File: src/rtl/lfsr_req_arbiter_if.sv
// lfsr_req_arbiter_if: requester, control and lfsr-side signals of the shared lfsr arbiter
interface lfsr_req_arbiter_if #(parameter int N = 4, parameter int NREQ = 4, parameter int IDW = 2);
  logic start;
  logic stop;
  logic [N-1:0] seed_in;
  logic [NREQ-1:0] req;
  logic [NREQ-1:0] gnt;
  logic rvalid;
  logic [N-1:0] rdata;
  logic [IDW-1:0] rid;
  logic busy;
  logic [7:0] period_cnt;
  logic lfsr_load_seed;
  logic [N-1:0] lfsr_seed_data;
  logic [N-1:0] lfsr_data;
  logic lfsr_done;
  modport slave (
    input start, stop, seed_in, req, lfsr_data, lfsr_done,
    output gnt, rvalid, rdata, rid, busy, period_cnt, lfsr_load_seed, lfsr_seed_data
  );
  modport master (
    output start, stop, seed_in, req, lfsr_data, lfsr_done,
    input gnt, rvalid, rdata, rid, busy, period_cnt, lfsr_load_seed, lfsr_seed_data
  );
endinterface

File: src/rtl/lfsr_req_arbiter.sv
// lfsr_req_arbiter: seeds one shared lfsr and round-robins its words to NREQ requesters; LFSR_AUTO_RESEED_EN restarts each period from seed_q
module lfsr_req_arbiter #(
  parameter int N = 4,
  parameter int NREQ = 4,
  parameter int IDW = 2
) (
  input logic clk,
  input logic reset,
  lfsr_req_arbiter_if.slave b
);
  typedef enum logic [1:0] {IDLE, LOAD, WARM, RUN} state_t;
  state_t state, state_n;
  logic [N-1:0] seed_q, rdata_q;
  logic [IDW-1:0] ptr, sel, rid_q;
  logic [IDW:0] k;
  logic [7:0] pc_q;
  logic any, grant, auto_reseed, rvalid_q;
`ifdef LFSR_AUTO_RESEED_EN
  assign auto_reseed = state == RUN && b.lfsr_done;
`else
  assign auto_reseed = 1'b0;
`endif
  // scan from the highest offset down so the lowest offset from ptr wins
  always_comb begin
    sel = '0;
    any = 1'b0;
    k = '0;
    for (int i = NREQ - 1; i >= 0; i--) begin
      k = {1'b0, ptr} + (IDW + 1)'(i);
      k = k >= (IDW + 1)'(NREQ) ? k - (IDW + 1)'(NREQ) : k;
      if (b.req[k[IDW-1:0]]) begin
        sel = k[IDW-1:0];
        any = 1'b1;
      end
    end
  end
  always_comb begin
    state_n = b.stop ? IDLE : b.start ? LOAD : state == LOAD ? WARM : state == WARM ? RUN :
              state == RUN ? (auto_reseed ? LOAD : RUN) : IDLE;
    grant = state == RUN && !b.stop && !b.start && !auto_reseed && any;
  end
  always_ff @(posedge clk) begin
    if (reset) state <= IDLE;
    else state <= state_n;
  end
  always_ff @(posedge clk) begin
    if (reset) begin
      ptr <= '0;
      pc_q <= '0;
      rvalid_q <= 1'b0;
      rdata_q <= '0;
      rid_q <= '0;
      seed_q <= '0;
    end else begin
      rvalid_q <= grant;
      if (grant) begin
        rdata_q <= b.lfsr_data;
        rid_q <= sel;
        ptr <= sel == IDW'(NREQ - 1) ? '0 : sel + 1'b1;
      end
      if (b.start && !b.stop) begin
        seed_q <= b.seed_in == '0 ? N'(1) : b.seed_in;
        pc_q <= '0;
      end else if (state == RUN && b.lfsr_done && pc_q != 8'hff) pc_q <= pc_q + 8'd1;
    end
  end
  assign b.gnt = grant ? NREQ'(1) << sel : '0;
  assign b.rvalid = rvalid_q;
  assign b.rdata = rdata_q;
  assign b.rid = rid_q;
  assign b.period_cnt = pc_q;
  assign b.busy = state != IDLE;
  assign b.lfsr_load_seed = state == LOAD;
  assign b.lfsr_seed_data = seed_q;
endmodule

File: src/flat_wrapper.sv
// flat-port wrapper written by rule: the top's interface ports become plain ports
module lfsr_req_arbiter_flat 
#(
  parameter int N = 4,
  parameter int NREQ = 4,
  parameter int IDW = 2
)
  (clk, reset, b_start, b_stop, b_seed_in, b_req, b_lfsr_data, b_lfsr_done, b_gnt, b_rvalid, b_rdata, b_rid, b_busy, b_period_cnt, b_lfsr_load_seed, b_lfsr_seed_data);
  lfsr_req_arbiter_if #(.N(N), .NREQ(NREQ), .IDW(IDW)) b_i ();
  input logic clk;
  input logic reset;
  input wire logic [$bits(b_i.start)-1:0] b_start;
  input wire logic [$bits(b_i.stop)-1:0] b_stop;
  input wire logic [$bits(b_i.seed_in)-1:0] b_seed_in;
  input wire logic [$bits(b_i.req)-1:0] b_req;
  input wire logic [$bits(b_i.lfsr_data)-1:0] b_lfsr_data;
  input wire logic [$bits(b_i.lfsr_done)-1:0] b_lfsr_done;
  output wire logic [$bits(b_i.gnt)-1:0] b_gnt;
  output wire logic [$bits(b_i.rvalid)-1:0] b_rvalid;
  output wire logic [$bits(b_i.rdata)-1:0] b_rdata;
  output wire logic [$bits(b_i.rid)-1:0] b_rid;
  output wire logic [$bits(b_i.busy)-1:0] b_busy;
  output wire logic [$bits(b_i.period_cnt)-1:0] b_period_cnt;
  output wire logic [$bits(b_i.lfsr_load_seed)-1:0] b_lfsr_load_seed;
  output wire logic [$bits(b_i.lfsr_seed_data)-1:0] b_lfsr_seed_data;
  assign b_i.start = b_start;
  assign b_i.stop = b_stop;
  assign b_i.seed_in = b_seed_in;
  assign b_i.req = b_req;
  assign b_i.lfsr_data = b_lfsr_data;
  assign b_i.lfsr_done = b_lfsr_done;
  assign b_gnt = b_i.gnt;
  assign b_rvalid = b_i.rvalid;
  assign b_rdata = b_i.rdata;
  assign b_rid = b_i.rid;
  assign b_busy = b_i.busy;
  assign b_period_cnt = b_i.period_cnt;
  assign b_lfsr_load_seed = b_i.lfsr_load_seed;
  assign b_lfsr_seed_data = b_i.lfsr_seed_data;
  lfsr_req_arbiter #(.N(N), .NREQ(NREQ), .IDW(IDW)) u_core (.clk(clk), .reset(reset), .b(b_i));
endmodule
File: config.mk
export PLATFORM = sky130hd
export DESIGN_NAME = lfsr_req_arbiter_flat
export DESIGN_NICKNAME = d
export VERILOG_FILES = /design/src/rtl/lfsr_req_arbiter_if.sv /design/src/rtl/lfsr_req_arbiter.sv /design/src/flat_wrapper.sv
export SDC_FILE = /design/constraint.sdc
export NUM_CORES = 1
export LEC_CHECK = 0
export BUFFER_PORTS_ARGS = -buffer_cell sky130_fd_sc_hd__buf_2
export CORE_MARGIN = 2
export CORE_UTILIZATION = 46
export CTS_CLUSTER_SIZE = 24
export DETAILED_ROUTE_END_ITERATION = 8
export HOLD_SLACK_MARGIN = 0.1
export PLACE_DENSITY = 0.79
export SYNTH_ARGS = -nofsm -noshare
export SYNTH_HDL_FRONTEND = slang
export SYNTH_SLANG_ARGS = --single-unit
File: constraint.sdc
create_clock -name clk -period 2.2 [get_ports clk]
set_input_delay 0.22 -clock clk [delete_from_list [all_inputs] [get_ports clk]]
set_output_delay 0.22 -clock clk [all_outputs]
set_load 0.1 [all_outputs]
# [Word-level counts from Yosys, hierarchy flattened]
# Index checks and enable logic that the tools add are counted.
[totals] word_cells=71 input_bits=17 out_inout_bits=25 regBits=23
[classes] n_mux=27 addsub=9 shift=1 n_lt_le_gt_ge=8 reduce_logical=13 eq_ne=5
[op_table] cell="2-to-1 mux 2 bit" n=12
[op_table] cell="less-than comparator 2 x 3 -> 1 bit (second input constant)" n=4
[op_table] cell=">= comparator 3 bit (second input constant)" n=3
[op_table] cell="2-to-1 mux 1 bit" n=9
[op_table] cell="adder 8 x 1 -> 8 bit (second input constant)" n=1
[op_table] cell="binary-select mux 1 bit (select 2 bit)" n=4
[op_table] cell="2-to-1 mux 4 bit" n=2
[op_table] cell="!= test 8 bit (second input constant)" n=1
[op_table] cell="subtractor 2 x 1 -> 2 bit (second input constant)" n=4
[op_table] cell="adder 2 x 2 -> 3 bit (second input constant)" n=2
[op_table] cell="equality test 2 bit (second input constant)" n=3
[op_table] cell="logical AND 1 bit" n=6
[op_table] cell="zero test 4 bit" n=1
[op_table] cell="OR reduction 2 bit" n=2
[op_table] cell="left shift 1 x 2 -> 4 bit (first input constant)" n=1
[op_table] cell="adder 2 x 1 -> 3 bit (second input constant)" n=1
[op_table] cell=">= comparator 2 x 3 -> 1 bit (second input constant)" n=1
[op_table] cell="OR reduction 3 bit" n=1
[op_table] cell="adder 2 x 1 -> 2 bit (second input constant)" n=1
[op_table] cell="equality test 2 x 1 -> 1 bit (second input constant)" n=1
[op_table] cell="zero test 1 bit" n=2
[op_table] cell="nonzero test 2 bit" n=1

# [Depth between registers and ports, before layout]
[logic_depth] word_depth=11 depth_mapped=6 mapped_depth_nobuf=6

# [Least setup slack after synthesis]
# Ideal clock, no wire load.
[synth_timing] path_kind="register -> output" start="register u_core.state[1]" end="output b_gnt[1]" t_arrival_ns=2.473 n_path_buf=0 stages_incl_launch_ff=5 slack_ns=-0.493 required_time_ns=1.980 cell_sequence="dfxtp_1 -> nand2_2 -> or4_4 -> or2_4 -> nor2_1"
[synth_between] elab_chain_len=5
[synth_lines] element="start, declared" line="lfsr_req_arbiter.sv:12" text="state_t state, state_n;"
[synth_lines] element="start signal, assigned" line="lfsr_req_arbiter.sv:44" text="else state <= state_n;"
[synth_lines] element="equality test 2 bit" line="lfsr_req_arbiter.sv:40" text="grant = state == RUN && !b.stop && !b.start && !auto_reseed && any;"
[synth_lines] element="logical AND 1 bit (3 in series)" line="lfsr_req_arbiter.sv:40"
[synth_lines] element="2-to-1 mux 4 bit" line="lfsr_req_arbiter.sv:67" text="assign b.gnt = grant ? NREQ'(1) << sel : '0;"
[synth_lines] element="end, declared" line="flat_wrapper.sv:18" text="output wire logic [$bits(b_i.gnt)-1:0] b_gnt;"
# Every way passes these cells.

# [Worst setup path after layout]
# Same ends and word-level chain as after synthesis.

==> summary.txt <==
Outcome
  • Status: finished, final reports clean

Hold path
  • Worst hold path type: in2reg

Synthesis
  • Post-Synth XOR/XNOR Area: 6.80%
  • Prevailing post-synth register cell: dfxtp_1
  • Mux cell area share after synthesis: 8.74%
  • Synth Area in Compound Gates: 8.25%
  • Yosys cell types: 34
  • Register area share after synthesis: 44.7%
  • Most area-consuming cells after synthesis: dfxtp_1, nor2_1, mux2i_1
  • EDFF count, synth: 0
  • Post-synthesis cell count: 113
  • Cell area after synthesis: 0.00103 mm2
  • Synth Area in Adders: 1.21%
  • Mean Syn Cell Area: 9.12 um2
  • Simple-gate portion of the synthesized area: 28.4%
  • Async SR Flop Fraction: 0%
  • Post-synth top area cell: dfxtp_1
  • Post-Synthesis Net Count: 131
  • Largest family of logic cells by synthesized area: simple AND/OR/NAND/NOR gates
  • Flops & latches, synth: 23
  • Share of the synthesized area in the top cell type: 44.7%
  • Total number of yosys warnings: 0

Worst setup path
  • Worst path bufs/invs: 1
  • Critical Path, Cell by Cell: nand2_2 > or4_4 > or2_4 > nor2_2 > buf_12
  • Crit path largest cell delay: 510 ps
  • Critical Path Source Type: register
  • CP Max Fanout: 5
  • Worst Path Required: 1980 ps
  • Critical path's top delay family: simple AND/OR/NAND/NOR gates
  • Crit path kind: reg2out
  • Arrival time at the worst endpoint: 1900 ps
  • Critical Path Slowest Stage Cell: or4_4
  • Kind of end point of the critical path: primary output

Clock tree
  • CTS clock-pin slew for the worst setup and hold paths: 120 ps
  • H-tree levels: 1
  • TritonCTS Buffers: 3
  • Hold-fix buffers, CTS: 0
  • CTS tree: built
  • Worst skew pair latency: 300 ps
  • CTS sink cnt: 23
  • Clk buf depth: 2
  • Root Buffer: clkbuf_4

Routing
  • Routed wl met3: 121 um
  • Highest metal used: met4
  • Pre-antenna DRT Iters: 4
  • Drt via density: 5.14
  • # DRC: 0
  • Post-DR wirelength/cell: 12.1 um
  • Post-route ant nets: 0
  • Routed vias: 962
  • Total Wirelength: 2260 um
  • Routed wl met2: 1140 um
  • DR iter-0 viols: 14
  • Met1 wire length: 987 um

Timing
  • Slew headroom: 67.8%
  • WHS: 156 ps
  • Max Clk Rate: 0.471 GHz
  • Tmin final: 2120 ps
  • Final Hold Fails: 0
  • Post-route clock period utilization: 96.5%
  • Clock Skew: 3.01 ps
  • Tightest Pin Transition: 482 ps
  • Final setup vio count: 0
  • RSZ-0062 raised after global routing: no
  • Final Max Tran Viols: 0

Global route
  • Initial antenna violation count: 0
  • Vias in the first global route: 896
  • First-pass GRT wire length: 3680 um
  • Overflow after GRT: 0
  • Pin count of the biggest net entering global routing: 17
  • GRT Total Usage: 18.5%

Cells and area
  • Most frequent cells in the layout: buf_2, nor2_1, dfxtp_1, mux2i_1, xor2_1
  • Area Overhead vs Synth: 32.4%
  • Antenna cells: 0
  • Nets: 178
  • Layout cell share with drive strength beyond 1: 40.3%
  • Commonest non-fill, non-tap cell in the layout: buf_2
  • Post-route design area: 0.00137 mm2

Place
  • RePlAce Congestion: 0.725
  • PortBufs: 41
  • DP Area: 0.00130 mm2
  • HPWL after detailed placement: 1760 um

Power and ir drop
  • Pwr dens: 524 mW/mm2
  • Leakage: 0.599 nW
  • Design Power: 715 uW
  • Maximum vdd drop: 0.484 mV

Die
  • Num ports: 42
  • Die ar.: 0.00264 mm2
  • CORE AREA: 0.00217 mm2
  • Initial Utilization: 47.5%
  • Chip width: 51.3 um
  • Die Y: 51.3 um
  • Row Count: 17

Flow run
  • MaxCap Viol Count: 0
-- metal layers --
metal,up-vias,global-route usage [%]
met5,-,0
met4,0,3.95
met3,2,5.85
met2,25,33.8
met1,462,20.9
li1,473,-
-- logic make-up (layout without fill, tap and decap cells) --
kind of cell | after synthesis | after routing
xor gates and xnor gates | 8 | 8
buffers and inverters | 5 | 51
DFF | 23 | 23
AOI/OAI and AO/OA | 11 | 11
adders and majority gates | 1 | 1
muxes | 9 | 9
and+or+nand+nor | 56 | 56
-- state kept, by name (all words and copies together), names as in the netlist --
signal	flops
u_core.b.lfsr_seed_data	4
u_core.ptr	2
u_core.b.rdata	4
u_core.state	2
u_core.b.period_cnt	8
u_core.b.rvalid	1
u_core.b.rid	2
-- cell type report --
type	count	area, um2
clock buffers	4	26.3
fillers	207	805
inverters	2	7.51
multi-input cells	85	561
flip-flops and latches	23	465
well taps	28	35.0
repair buffers	45	270
-- tightest hold or removal path: stages --
cell and delay (ps):
buf_2 70, mux2i_1 50, nor2_1 80
-- synth_stat cells (2+ instances only) --
| cell type | instances |
|---|---|
| nand3_1 | 3 |
| nor2b_1 | 3 |
| nor2_1 | 26 |
| nand2_1 | 6 |
| mux2i_1 | 9 |
| or2_2 | 2 |
| dfxtp_1 | 23 |
| a21oi_1 | 3 |
| a211oi_1 | 2 |
| xor2_1 | 7 |
| clkbuf_1 | 2 |
| inv_1 | 2 |
| nor3_1 | 3 |
| nand4_1 | 2 |
-- through the flow --
step	utilization, %	setup slack (ps)	std cells	TNS (ps)
detailed placement	60.0	319	179	0
global placement	60.0	359	179	0
floorplan	-	-315	113	-671
CTS	61.4	24.8	183	0
finish	62.9	77.9	187	0
global route	62.9	12.3	187	0
-- where the power goes --
| group | internal, mW | switching, mW |
|---|---|---|
| logic | 0.0275 | 0.0745 |
| clock network | 0.0706 | 0.118 |
| registers | 0.421 | 0.00301 |
-- repair_timing --
action                     in CTS  in global routing
setup buffers                   0                  4
setup endpoints to repair       2                  3
pin swaps                       0                  1
resized for setup               2                  2
-- final timing paths --
kind | startpoint | depth (start not counted) | end | slack [ps]
worst max-delay path | u_core.state[1] | 5 | b_gnt[1] | 80
worst min-delay path | b_lfsr_data[0] | 3 | u_core.b.rdata[0] | 160
worst max register to register | u_core.b.period_cnt[0] | 6 | u_core.b.period_cnt[7] | 540
worst min register to register | u_core.b.rid[0] | 2 | u_core.b.rid[0] | 480
Note: power is estimated with default switching activity, not from simulation.
